### src/rtl/cla_nibble_serial_adder.sv
// Nibble-serial adder: one 4-bit carry look-ahead slice is reused over NIB clocks,
// least-significant nibble first, with valid/ready handshakes on both sides.
module cla_nibble_serial_adder #(
  parameter int WIDTH = 16
) (
  input  logic             clk,
  input  logic             rst,
  input  logic             in_valid_i,
  output logic             in_ready_o,
  input  logic [WIDTH-1:0] a_i,
  input  logic [WIDTH-1:0] b_i,
  input  logic             cin_i,
  output logic             out_valid_o,
  input  logic             out_ready_i,
  output logic [WIDTH-1:0] sum_o,
  output logic             cout_o,
  output logic             ovf_o,
  output logic             busy_o
);

  localparam int NIB = WIDTH / 4;
  localparam int KW  = (NIB > 1) ? $clog2(NIB) : 1;
  localparam logic [KW-1:0] LAST = KW'(NIB - 1);

  typedef enum logic [1:0] {IDLE, RUN, DONE} state_t;

  state_t           state_q, state_d;
  logic [WIDTH-1:0] opA_q, opA_d;
  logic [WIDTH-1:0] opB_q, opB_d;
  logic             carry_q, carry_d;
  logic [KW-1:0]    idx_q, idx_d;
  logic [WIDTH-1:0] sum_q, sum_d;
  logic             cout_q, cout_d;
  logic             ovf_q, ovf_d;

  logic [KW+1:0]    nibBase;
  logic [3:0]       aNib, bNib, g, p, sNib;
  logic [4:0]       c;
  logic             accept;

  assign nibBase = {idx_q, 2'b00};
  assign aNib    = opA_q[nibBase +: 4];
  assign bNib    = opB_q[nibBase +: 4];
  assign g       = aNib & bNib;
  assign p       = aNib ^ bNib;

  // Look-ahead carries for the current slice, seeded by the inter-nibble carry register.
  assign c[0] = carry_q;
  assign c[1] = g[0] | (p[0] & c[0]);
  assign c[2] = g[1] | (p[1] & g[0]) | (p[1] & p[0] & c[0]);
  assign c[3] = g[2] | (p[2] & g[1]) | (p[2] & p[1] & g[0]) | (p[2] & p[1] & p[0] & c[0]);
  assign c[4] = g[3] | (p[3] & g[2]) | (p[3] & p[2] & g[1]) | (p[3] & p[2] & p[1] & g[0])
              | (p[3] & p[2] & p[1] & p[0] & c[0]);
  assign sNib = p ^ c[3:0];

  assign in_ready_o  = (state_q == IDLE) && !rst;
  assign out_valid_o = (state_q == DONE);
  assign busy_o      = (state_q == RUN) || (state_q == DONE);
  assign sum_o       = sum_q;
  assign cout_o      = cout_q;
  assign ovf_o       = ovf_q;
  assign accept      = in_valid_i && in_ready_o;

  always_comb begin
    state_d = state_q;
    opA_d   = opA_q;
    opB_d   = opB_q;
    carry_d = carry_q;
    idx_d   = idx_q;
    sum_d   = sum_q;
    cout_d  = cout_q;
    ovf_d   = ovf_q;
    case (state_q)
      IDLE: begin
        if (accept) begin
          opA_d   = a_i;
          opB_d   = b_i;
          carry_d = cin_i;
          idx_d   = '0;
          sum_d   = '0;
          state_d = RUN;
        end
      end
      RUN: begin
        sum_d[nibBase +: 4] = sNib;
        carry_d             = c[4];
        // The index stops at the last slice; it is only rewound by accept or reset.
        if (idx_q == LAST) begin
          cout_d  = c[4];
          ovf_d   = c[3] ^ c[4];
          state_d = DONE;
        end else begin
          idx_d = idx_q + 1'b1;
        end
      end
      DONE: begin
        if (out_ready_i) state_d = IDLE;
      end
      default: state_d = IDLE;
    endcase
  end

  always_ff @(posedge clk or posedge rst) begin
    if (rst) begin
      state_q <= IDLE;
      opA_q   <= '0;
      opB_q   <= '0;
      carry_q <= 1'b0;
      idx_q   <= '0;
      sum_q   <= '0;
      cout_q  <= 1'b0;
      ovf_q   <= 1'b0;
    end else begin
      state_q <= state_d;
      opA_q   <= opA_d;
      opB_q   <= opB_d;
      carry_q <= carry_d;
      idx_q   <= idx_d;
      sum_q   <= sum_d;
      cout_q  <= cout_d;
      ovf_q   <= ovf_d;
    end
  end

endmodule

### config.mk
export PLATFORM = sky130hd
export DESIGN_NAME = cla_nibble_serial_adder
export DESIGN_NICKNAME = d
export VERILOG_FILES = /design/src/rtl/cla_nibble_serial_adder.sv
export SDC_FILE = /design/constraint.sdc
export NUM_CORES = 1
export LEC_CHECK = 0
export CAP_MARGIN = 10
export CORE_MARGIN = 2
export CORE_UTILIZATION = 28
export CTS_CLUSTER_SIZE = 20
export DETAILED_ROUTE_END_ITERATION = 8
export GPL_TIMING_DRIVEN = 0
export HOLD_SLACK_MARGIN = 0.06
export SKIP_CTS_REPAIR_TIMING = 1
export SLEW_MARGIN = 20
export SYNTH_ARGS = -nofsm -noshare
export SYNTH_HDL_FRONTEND = slang
export SYNTH_SLANG_ARGS = --single-unit
### constraint.sdc
create_clock -name clk -period 3.75 [get_ports clk]
set_input_delay 0.75 -clock clk [delete_from_list [all_inputs] [get_ports clk]]
set_output_delay 0.75 -clock clk [all_outputs]
set_load 0.01 [all_outputs]
==> flow_summary.ini, run 1 <==
[logic_synthesis]
ys.warnings.count = 0
avgSynthCellArea_um2 = 14.01
yosysUniqueCellTypes = 29
syn_area_mm2 = 0.002592
ys_seq_area_frac = 0.5309
syn_inst = 185
ys_ff_latch = 55
synth.net_count = 236

[timing]
timing.fmax_ghz = 0.3456
skew_ps = 8.229
tightest_slew_ps = 685.5
fin_setup_tns_ps = 0
hold_viol_final = 0
setup_viol = 0
setup_ws_ps = 856.2
fin_crit_sh = 0.7717
slew_violations = 0
post-route-min-period_ps = 2894
slew_headroom = 0.5430
grt_setup_unrepaired = no
hold_slack_ps = 509.7

[placed_design]
hpwl_um = 4147
pre_cts_slack_ps = 877.4
io_buffers = 57
dp.cells = 353
globalplace.congestion = 0.7472

[floorplanning]
die_area_mm2 = 0.01005
die_w_um = 100.2
die_h_um = 100.2
boundaryPins = 58
fp-row-count = 35
initial_core_util = 0.2846
core_area_mm2 = 0.009109

[clock_tree]
clockRootBuffer = clkbuf_8
cts.path.max_buffers = 2
numCtsBuffers = 5
cts_tree = yes
clkLatencyLatePin_ps = 310
clkTransAtPathRegs_ps = 100
h-tree-depth = 2
cts.sinks = 55

[detailed_routing]
ant_nets = 0
vias_per_cell = 4.786
dr.first_iter.drc_count = 59
route.detailed.drc = 0
firstDrtPassIters = 4
wire_per_inst_um = 15.63
vias = 1718
routed_wl_um = 5610

[outcome]
status = completed

[setup_path]
cp_max_fo = 10
rr_startpoint = idx_q[0]$_DFFE_PP0P_
crit_path_end_kind = flop
crit_type = reg -> reg
crit_path_start = idx_q[0]$_DFFE_PP0P_
startpoint_type = flop
worstPathRequired_ps = 4000
worstPathArrival_ps = 3140

[finish]
area_growth_pct = 30.41
fin_cells = 359
nets = 300
diodes = 0
fin_util = 0.3712
drive_gt1_frac = 0.2218

[power]
powerDensity_mw_per_mm2 = 770.6
peakVddDrop_v = 0.0002944
netSwitchingFraction = 0.3889
p_comb_frac = 0.520
p_int_mw = 1.592
seqPwrFrac = 0.360
clock_power_share = 0.120
leakage_nw = 1.449
switchingPower_mw = 1.013

[global_routing]
globalRoute.totalOverflow = 0
grt_pass1_wl_um = 9032
grt_max_degree = 56
grtUsageTotal = 0.1168
grt_pass1_vias = 1777
antenna_found_initial = 0

[worst_hold_path]
hold_path_class = reg -> reg
hold_start = sum_o[14]$_DFFE_PP0P_

[job]
max_cap_viol_count = 0
[flip-flops by register name (all words and copies together), names as in the netlist]
register / cells
carry_q: 1
idx_q: 2
opB_q: 16
sum_o: 16
cout_o: 1
opA_q: 16
state_q: 2
ovf_o: 1
[final timing paths]
check / end / slack (ps) / cells after the start
min in group asynchronous: opA_q[9]$_DFFE_PP0P_ / 950 / 2
max reg2reg: sum_o[7]$_DFFE_PP0P_ / 860 / 7
max in group asynchronous: opB_q[8]$_DFFE_PP0P_ / 2340 / 2
min: sum_o[14]$_DFFE_PP0P_ / 510 / 1
max: sum_o[7]$_DFFE_PP0P_ / 860 / 7
min reg2reg: sum_o[14]$_DFFE_PP0P_ / 510 / 1
[power groups by stage]
stage	combinational, mW	clock [mW]	sequential [mW]
after global routing	1.50	0.347	0.973
after CTS	1.38	0.325	0.941
final	1.36	0.311	0.939
after global placement	1.35	0	0.947
after floorplan	0.963	0	0.925
after detailed placement	1.38	0	0.954
[layer usage]
metal  global-route usage  wire length (µm)  vias up
met3              0.02646               288        6
met2               0.1931              2690       49
met5                    0                 0        -
met1               0.1549              2564      848
li1                     -                 -      815
met4              0.03161                67        0
[worst max-delay path, cell delays in order, from the launching register on]
cell	delay, ps
dfrtp_1	450
buf_2	380
mux4_2	610
ha_1	330
a211oi_1	250
o21bai_1	180
xor2_1	420
a22o_1	210
[cell type report]
type                    instances  area [µm²]
inverters                       8       32.53
well taps                     111       138.9
fillers                       912        5728
repair buffers                 57       570.5
plain buffers                   5       23.77
clock buffers                   5       68.82
multi-input cells             117        1162
flip-flops and latches         55        1376
clock inverters                 1       7.507
[through the flow]
step	power, mW	instance area (µm²)
6_report	2.605	3381
5_1_grt	2.819	3381
4_1_cts	2.647	3381
3_5_place_dp	2.329	3304
3_3_place_gp	2.292	3302
2_1_floorplan	1.888	2592
[kinds of logic (layout without fill, tap and decap cells)]
logic type | count (synthesis) | count (layout) | synth area share
DFF | 55 | 55 | 0.5309
AOI/OAI and AO/OA | 41 | 41 | 0.1149
and+or+nand+nor | 18 | 18 | 0.04054
buffers and inverters | 13 | 76 | 0.02075
adders and majority gates | 14 | 14 | 0.07047
xor gates and xnor gates | 3 | 3 | 0.01014
muxes | 41 | 41 | 0.2124
[synthesized netlist by cell type]
cell type | instances | area share
a222oi_1 | 1 | 0.0039
inv_1 | 8 | 0.012
nand3b_4 | 1 | 0.0077
fa_1 | 1 | 0.0077
a21o_1 | 1 | 0.0029
mux4_2 | 8 | 0.069
dfrtp_1 | 55 | 0.53
o21ai_2 | 1 | 0.0034
ha_1 | 13 | 0.063
mux2i_1 | 1 | 0.0039
buf_2 | 4 | 0.0077
xnor2_1 | 1 | 0.0034
o21a_1 | 1 | 0.0029
o21bai_1 | 1 | 0.0029
nor2_1 | 4 | 0.0058
nor2b_1 | 1 | 0.0024
clkbuf_1 | 1 | 0.0014
and4_1 | 2 | 0.0068
a22o_1 | 17 | 0.057
xor2_1 | 2 | 0.0068
nand2_1 | 8 | 0.012
mux2_2 | 32 | 0.14
a211oi_1 | 2 | 0.0058
a21oi_2 | 1 | 0.0034
a31o_2 | 1 | 0.0034
o21ai_0 | 12 | 0.023
a21oi_1 | 3 | 0.0058
and3_1 | 1 | 0.0024
and4b_1 | 1 | 0.0039
[cell usage in the layout, fill, tap and decap left out]
cell type / count
o21a_1: 1
xnor2_1: 1
a222oi_1: 1
a31o_2: 1
nand2_1: 8
inv_4: 1
buf_2: 4
clkbuf_8: 5
fa_1: 1
nor2_1: 4
a21o_1: 1
clkbuf_1: 1
mux2_2: 32
a211oi_1: 2
nand3b_4: 1
and4b_1: 1
clkinvlp_4: 1
a22o_1: 17
xor2_1: 2
nor2b_1: 1
a21oi_1: 3
and3_1: 1
o21bai_1: 1
mux4_2: 8
o21ai_2: 1
o21ai_0: 12
inv_1: 7
mux2i_1: 1
clkdlybuf4s50_1: 57
dfrtp_1: 55
and4_1: 2
a21oi_2: 1
ha_1: 13
No activity file was read; power rests on OpenSTA's default activity.
==> run 2: changes to the inputs <==
Clock period 3.75 ns to 2.6 ns, I/O delays scaled along.
==> run 2 against run 1 <==
Net effect: critical path depth did not move; clock power is 43% higher; first-iteration DRC count is 3.4% lower; count of clock-buffer cells in the layout unchanged; setup slack worse by 750 ps; cell area increased by 0.74%; total power up 47%.
==> flow_summary.ini, run 2 (synthesis results as in run 1) <==
[detailed_routing]
dr.first_iter.drc_count = 57
vias_per_cell = 4.791
firstDrtPassIters = 4
wire_per_inst_um = 15.65
route.detailed.drc = 0
ant_nets = 0
routed_wl_um = 5617
vias = 1720

[setup_path]
crit_path_end_kind = flop
cp_max_fo = 10
crit_type = reg -> reg
rrSetupSlack_ps = 110
reg2reg_to = sum_o[7]$_DFFE_PP0P_
worstPathArrival_ps = 2690
crit_path_start = idx_q[0]$_DFFE_PP0P_
startpoint_type = flop
r2r_cells = 7
worstPathRequired_ps = 2800
rr_startpoint = idx_q[0]$_DFFE_PP0P_

[placed_design]
dp.cells = 353
pre_cts_slack_ps = -272.6
hpwl_um = 4147
io_buffers = 57
globalplace.congestion = 0.7472
place_area_mm2 = 0.003304

[timing]
slew_violations = 0
setup_ws_ps = 110.0
skew_ps = 6.473
grt_setup_unrepaired = no
post-route-min-period_ps = 2490
fin_setup_tns_ps = 0
slew_headroom = 0.5398
tightest_slew_ps = 690.3
hold_viol_final = 0
setup_viol = 0
timing.fmax_ghz = 0.4016
fin_crit_sh = 0.9577

[clock_tree]
clkLatencyLatePin_ps = 300
cts.sinks = 55
clockRootBuffer = clkbuf_8
numCtsBuffers = 5
clkTransAtPathRegs_ps = 100
cts.path.max_buffers = 2
cts_tree = yes
h-tree-depth = 2

[finish]
final_common_cell = clkdlybuf4s50_1
drive_gt1_frac = 0.2419
nets = 300
final_area_mm2 = 0.003406
multi_input_area_mm2 = 0.001179
seqCellArea_mm2 = 0.001378
fillers = 911
layout_common_cells = clkdlybuf4s50_1 (57), dfrtp_1 (54), mux2_2 (32)
area_growth_pct = 31.37
diodes = 0
fin_cells = 359

[power]
powerDensity_mw_per_mm2 = 1127
leakage_nw = 1.458
peakVddDrop_v = 0.0004318

[floorplanning]
die_w_um = 100.2
fp-row-count = 35
core_area_mm2 = 0.009109
die_area_mm2 = 0.01005
initial_core_util = 0.2846
boundaryPins = 58
die_h_um = 100.2

[global_routing]
grt_util_met3 = 0.02646
antenna_found_initial = 0
grt.met1_usage = 0.1549
grt_util_met2 = 0.1931
grt_pass1_wl_um = 9032
grtUsageTotal = 0.1168
globalRoute.totalOverflow = 0
grt_pass1_vias = 1777
grt_busiest_layer = met2
grt_max_degree = 56

[worst_hold_path]
hold_end = sum_o[14]$_DFFE_PP0P_
hold_path_class = reg -> reg
hold_start = sum_o[14]$_DFFE_PP0P_
hold_depth = 1

[outcome]
status = completed

[job]
max_cap_viol_count = 0
## run 2: cell type report
class                   count  share of cell area
plain buffers               5            0.009184
clock buffers               5             0.02021
clock inverters             1            0.002204
inverters                   8            0.009552
multi-input cells         117              0.3461
flip-flops and latches     55              0.4045
well taps                 111             0.04078
repair buffers             57              0.1675
## run 2: critical path, stage by stage (launching register included)
cell and delay, ps:
dfrtp_2 440, buf_6 210, mux4_2 580, ha_1 350
a211oi_2 240, o21bai_2 150, xor2_2 200, a22o_1 230
## run 2: worst max path at each step
| stage | end | cells past startpoint |
|---|---|---|
| after global placement | opB_q[10]$_DFFE_PP0P_ | 2 |
| after CTS | sum_o[7]$_DFFE_PP0P_ | 7 |
| after floorplan | sum_o[11]$_DFFE_PP0P_ | 7 |
| after detailed placement | sum_o[7]$_DFFE_PP0P_ | 7 |
| final | sum_o[7]$_DFFE_PP0P_ | 7 |
| after global routing | sum_o[15]$_DFFE_PP0P_ | 7 |
## run 2: report_power, final
part | switching [mW] | internal (mW)
Combinational | 1.06 | 0.979
Clock | 0.265 | 0.180
Sequential | 0.174 | 1.18
Total | 1.50 | 2.34
## run 2: per-layer routing
| metal | share of wire | vias up |
|---|---|---|
| li1 | - | 811 |
| met1 | 0.46 | 861 |
| met2 | 0.48 | 44 |
| met3 | 0.050 | 4 |
| met4 | 0.0091 | 0 |
| met5 | 0 | - |
## run 2: through the flow
stage          power [mW]    util  hold WS (ps)
5_1_grt             4.151  0.3739         530.1
3_5_place_dp        3.360  0.3628         491.9
2_1_floorplan       2.723       -         473.8
4_1_cts             3.818  0.3712         514.6
6_report            3.839  0.3739         509.1
3_3_place_gp        3.306  0.3625         482.0
